**config.mk**
```make
export PLATFORM = sky130hd
export DESIGN_NAME = sortmax_sched
export DESIGN_NICKNAME = d
export VERILOG_FILES = /design/src/rtl/sortmax_sched.sv
export SDC_FILE = /design/constraint.sdc
export NUM_CORES = 1
export LEC_CHECK = 0
export CORE_MARGIN = 3
export CORE_UTILIZATION = 45
export CTS_CLUSTER_SIZE = 16
export DETAILED_ROUTE_END_ITERATION = 16
export HOLD_SLACK_MARGIN = 0.1
export PLACE_DENSITY = 0.63
export SLEW_MARGIN = 20
export SYNTH_ARGS = -nofsm -noshare
export SYNTH_HDL_FRONTEND = slang
export SYNTH_SLANG_ARGS = --single-unit
```
**constraint.sdc**
```tcl
create_clock -name clk -period 5.6 [get_ports clk]
set_clock_uncertainty 0.1 [all_clocks]
set_input_delay 0.84 -clock clk [delete_from_list [all_inputs] [get_ports clk]]
set_output_delay 0.84 -clock clk [all_outputs]
set_load 0.01 [all_outputs]
```
**src/rtl/sortmax_sched.sv**
```systemverilog
// sortmax_sched: loads an N-word block, bubble-sorts it descending with one
// shared compare-exchange unit, then streams it out with the block maximum.
module sortmax_sched #(
   parameter int N = 8,
   parameter int W = 8
) (
   input  logic         clk,
   input  logic         rst,
   input  logic         flush,
   input  logic         in_valid,
   output logic         in_ready,
   input  logic [W-1:0] in_data,
   output logic         out_valid,
   input  logic         out_ready,
   output logic [W-1:0] out_data,
   output logic         out_last,
   output logic         max_valid,
   output logic [W-1:0] max_data,
   output logic         busy,
   output logic [7:0]   swap_cnt
);
   localparam int IW = $clog2(N);
   localparam logic [1:0] LOAD = 2'd0, SORT = 2'd1, EMIT = 2'd2;
   localparam logic [IW-1:0] TOP = IW'(N - 1), LAST = IW'(N - 2);
   logic [1:0]    state;
   logic [IW-1:0] wr_idx, rd_idx, idx, pass, nxt;
   logic          swapped, lt, end_pass;
   logic [W-1:0]  bank [N];
   assign nxt       = idx + 1'b1;
   assign lt        = bank[idx] < bank[nxt];
   assign end_pass  = idx == LAST - pass;
   assign in_ready  = state == LOAD;
   assign busy      = state == SORT;
   assign out_valid = state == EMIT;
   assign max_valid = out_valid;
   assign out_data  = out_valid ? bank[rd_idx] : '0;
   assign out_last  = out_valid && rd_idx == TOP;
   assign max_data  = out_valid ? bank[0] : '0;
   always_ff @(posedge clk or posedge rst) begin
      if (rst) begin
         state    <= LOAD;
         wr_idx   <= '0;
         rd_idx   <= '0;
         idx      <= '0;
         pass     <= '0;
         swapped  <= 1'b0;
         swap_cnt <= '0;
         for (int i = 0; i < N; i++) bank[i] <= '0;
      end else if (flush) begin
         state  <= LOAD;
         wr_idx <= '0;
         rd_idx <= '0;
         idx    <= '0;
         pass   <= '0;
      end else if (state == LOAD) begin
         if (in_valid) begin
            bank[wr_idx] <= in_data;
            wr_idx       <= wr_idx == TOP ? '0 : wr_idx + 1'b1;
            if (wr_idx == TOP) begin
               state    <= SORT;
               idx      <= '0;
               pass     <= '0;
               swapped  <= 1'b0;
               swap_cnt <= '0;
            end
         end
      end else if (state == SORT) begin
         if (lt) begin
            bank[idx] <= bank[nxt];
            bank[nxt] <= bank[idx];
            swap_cnt  <= swap_cnt + 8'd1;
         end
         // a clean pass means the block is already ordered
         if (!end_pass) begin
            idx     <= nxt;
            swapped <= swapped || lt;
         end else if (!(swapped || lt) || pass == LAST) begin
            state  <= EMIT;
            rd_idx <= '0;
         end else begin
            pass    <= pass + 1'b1;
            idx     <= '0;
            swapped <= 1'b0;
         end
      end else if (state == EMIT) begin
         if (out_ready) begin
            rd_idx <= rd_idx == TOP ? '0 : rd_idx + 1'b1;
            if (rd_idx == TOP) state <= LOAD;
         end
      end else begin
         state <= LOAD;
      end
   end
endmodule

```
==> flow_metrics.tcl <==
set metrics [dict create \
    portBuffers 41 \
    drv_cap 0 \
    async_flop_share_pct 100 \
    timing.hold.ws_ns 0.436 \
    final_nets 788 \
    pre_cts_ws_ns 0.510 \
    dr.pass1.iters 6 \
    nFillCells 1412 \
    fin_tns_setup_ns 0 \
    clkPwrFrac_pct 36.6 \
    finalMaxSlewViolations 0 \
    die_width_microns 132 \
    die_y_microns 132 \
    clock-sinks 87 \
    start_kind "flop" \
    ys_types 60 \
    cts_resized 0 \
    p_sw_uw 566 \
    ant_nets 0 \
    crit_path_max_fanout 22 \
    min_path_type "reg -> reg" \
    drt_iter0_markers 1198 \
    power_frac_comb_pct 22.2 \
    multiInputGateArea_sq_mm 0.00466 \
    powerDensity_mw_per_mm2 214 \
    rsz0062_at_grt "false" \
    fin_crit_ns 5.24 \
    worstMarginPinSlew_ns 1.17 \
    hold_violations 0 \
    clk_pin_slew_ns 0.07 \
    p_seq_share_pct 41.2 \
    critPathRequiredTime_ns 5.74 \
    grt-ovfl-total 0 \
    clockBufferDepth 2 \
    start_util_pct 46.4 \
    synth_edf_count 0 \
    postCtsSetupRepairBufs 0 \
    criticalPathCategory "reg -> reg" \
    maxSlewHeadroom_pct 21.6 \
    antenna_found_initial 0 \
    htree_num_levels 3 \
    yosysSeqAreaShare_pct 30.5 \
    grt_pass1_wl_microns 41600 \
    syn_nets 766 \
    num_io_pins 42 \
    grtUsageTotal_pct 31.2 \
    fp.dieArea_sq_mm 0.0174 \
    drc 0 \
    synthTopCellsByArea "dfrtp_1, mux2_2, mux4_2, mux2i_1, nand2_1" \
    ys_warn_count 0 \
    insertion_delay_ns 0.36 \
    setup.worst_path.end_class "flop" \
    syn-mean-instance-area_sq_um 9.68 \
    clock.fmax_mhz 191 \
    swShare_pct 32.5 \
    yosysTopAreaCellShare_pct 30.5 \
    syn-cell-area_sq_mm 0.00714 \
    internal_power_mw 1.18 \
    ys.flop_type "dfrtp_1" \
    r2r_slack_ns 0.36 \
    synthToLayoutAreaGrowth_pct 13.8 \
    final.period_utilization_pct 93.6 \
    dpl_cell_area_sq_mm 0.00782 \
    cts_tree "built" \
    final_area_sq_mm 0.00812 \
    grt_pass1_vias 6572 \
    leakage_nw 3.21 \
    synthCells 737 \
    synth_top_area_cell "dfrtp_1" \
    seqCellArea_sq_mm 0.00218 \
    post-dp-hpwl_microns 19400 \
    arrival_ns 5.38 \
    num_antenna_cells 0 \
    final.setup.worst_slack_ns 0.357 \
    status "completed" \
    place_congestion 1.02 \
    drive_gt1_share_pct 21.1 \
    rows 45 \
    root_buffer "clkbuf_16" \
    grt_max_degree 55 \
    synth_seq_cells 87 \
    avgRoutedWirePerCell_microns 28.1 \
    coreArea_sq_mm 0.0154 \
    cts_buffers 9 \
    via_per_inst 6.90 \
    setup_viol 0 \
    postCtsHoldBufs 0 \
    ir_worst_vdd_uv 176 \
    route.vias.total 6725 \
    wirelength_microns 27400 \
]
[power by group through the flow]
stage | clock network [mW] | logic [mW] | registers, mW
floorplan | 0 | 0.267 | 0.701
global placement | 0 | 0.375 | 0.727
detailed placement | 0 | 0.376 | 0.728
CTS | 0.635 | 0.378 | 0.716
global route | 0.656 | 0.417 | 0.722
finish | 0.638 | 0.386 | 0.718
[worst paths after layout]
check                            start     endpoint  cells past startpoint
min reg2reg                swap_cnt[5]  swap_cnt[5]                      1
min                        swap_cnt[5]  swap_cnt[5]                      1
max reg2reg                     idx[0]     bank[41]                     15
max                             idx[0]     bank[41]                     15
min in group asynchronous          rst     bank[21]                      2
max in group asynchronous          rst     bank[42]                      3
[through the flow]
step | util, % | cells | power (mW)
2_1_floorplan | - | 737 | 0.968
3_3_place_gp | 50.9 | 959 | 1.10
3_5_place_dp | 50.9 | 959 | 1.10
4_1_cts | 52.8 | 975 | 1.73
5_1_grt | 52.8 | 975 | 1.79
6_report | 52.8 | 975 | 1.74
[cells by family after synthesis]
family | share of synthesized area [%]
XOR/XNOR | 0.929
flip-flops | 30.5
AND/OR/NAND/NOR | 15.9
adder cells (fa/ha/maj) | 2.81
AO/OA/AOI/OAI | 20.3
buffers and inverters | 4.59
multiplexers | 24.9
[area by class of cell]
type	count	area share (%)
Clock buffer	10	2.82
Clock inverter	6	0.848
Inverter	29	1.36
Multi-Input combinational cell	565	57.4
Sequential cell	87	26.8
Tap cell	211	3.25
Timing Repair Buffer	67	7.46
[layout by cell type (no fill, tap or decap), types with 3 or more instances in the layout]
cell type | Yosys | routed
dfrtp_1 | 87 | 85
nand2_1 | 79 | 79
mux2_2 | 67 | 67
nor2_1 | 55 | 55
clkdlybuf4s50_1 | 0 | 41
mux2i_1 | 31 | 31
mux4_2 | 31 | 31
inv_1 | 29 | 28
nand3_1 | 27 | 27
o21ai_0 | 26 | 26
buf_4 | 1 | 26
o221ai_1 | 24 | 24
a21oi_1 | 23 | 23
and2_1 | 19 | 19
a22oi_1 | 18 | 18
ha_1 | 16 | 16
nor3_1 | 12 | 11
a221oi_1 | 9 | 9
a222oi_1 | 9 | 9
clkbuf_16 | 0 | 9
a31oi_1 | 8 | 8
a32oi_1 | 8 | 8
nor2b_1 | 7 | 7
a221o_1 | 7 | 7
o211ai_1 | 7 | 7
a311oi_4 | 7 | 7
nand2b_1 | 6 | 6
nand3b_1 | 5 | 5
o31ai_1 | 5 | 5
and3_1 | 5 | 5
nor3b_1 | 6 | 4
nand4_1 | 4 | 4
a22o_1 | 4 | 4
or2_2 | 3 | 3
or3_1 | 3 | 3
o22ai_1 | 3 | 3
[critical path: stages, from the launching register on]
cell      delay, ns
dfrtp_2        0.41
ha_1           0.30
xnor2_2        0.29
buf_4          0.40
nor2_1         0.13
a221oi_1       0.36
o22ai_1        0.14
buf_4          0.19
inv_1          0.06
ha_1           0.25
a21oi_1        0.18
o21ai_0        0.29
o32ai_1        0.49
a21oi_4        0.18
a311oi_4       0.92
mux2_2         0.42
[synthesized netlist by cell type (12+ instances only)]
cell and n:
dfrtp_1 87, nand2_1 79, mux2_2 67, nor2_1 55, clkbuf_1 36, mux2i_1 31, mux4_2 31, inv_1 29
nand3_1 27, o21ai_0 26, o221ai_1 24, a21oi_1 23, and2_1 19, a22oi_1 18, ha_1 16, buf_1 15
nor3_1 12
[per-layer routing]
metal	wire (microns)	part of all wire (%)	GRT usage, %	vias to the layer above
li1	-	-	-	2871
met1	11700	43	44.7	3367
met2	12100	44	46.6	414
met3	2520	9.2	5.80	73
met4	1070	3.9	12.4	0
met5	0	0	0	-
[flip-flops by register name, summed over array words and instances, names as in the netlist]
register,flops
wr_idx,3
rd_idx,3
pass,3
idx,3
bank,64
state,2
swapped,1
swap_cnt,8
Note: power is estimated with default switching activity, not from simulation.
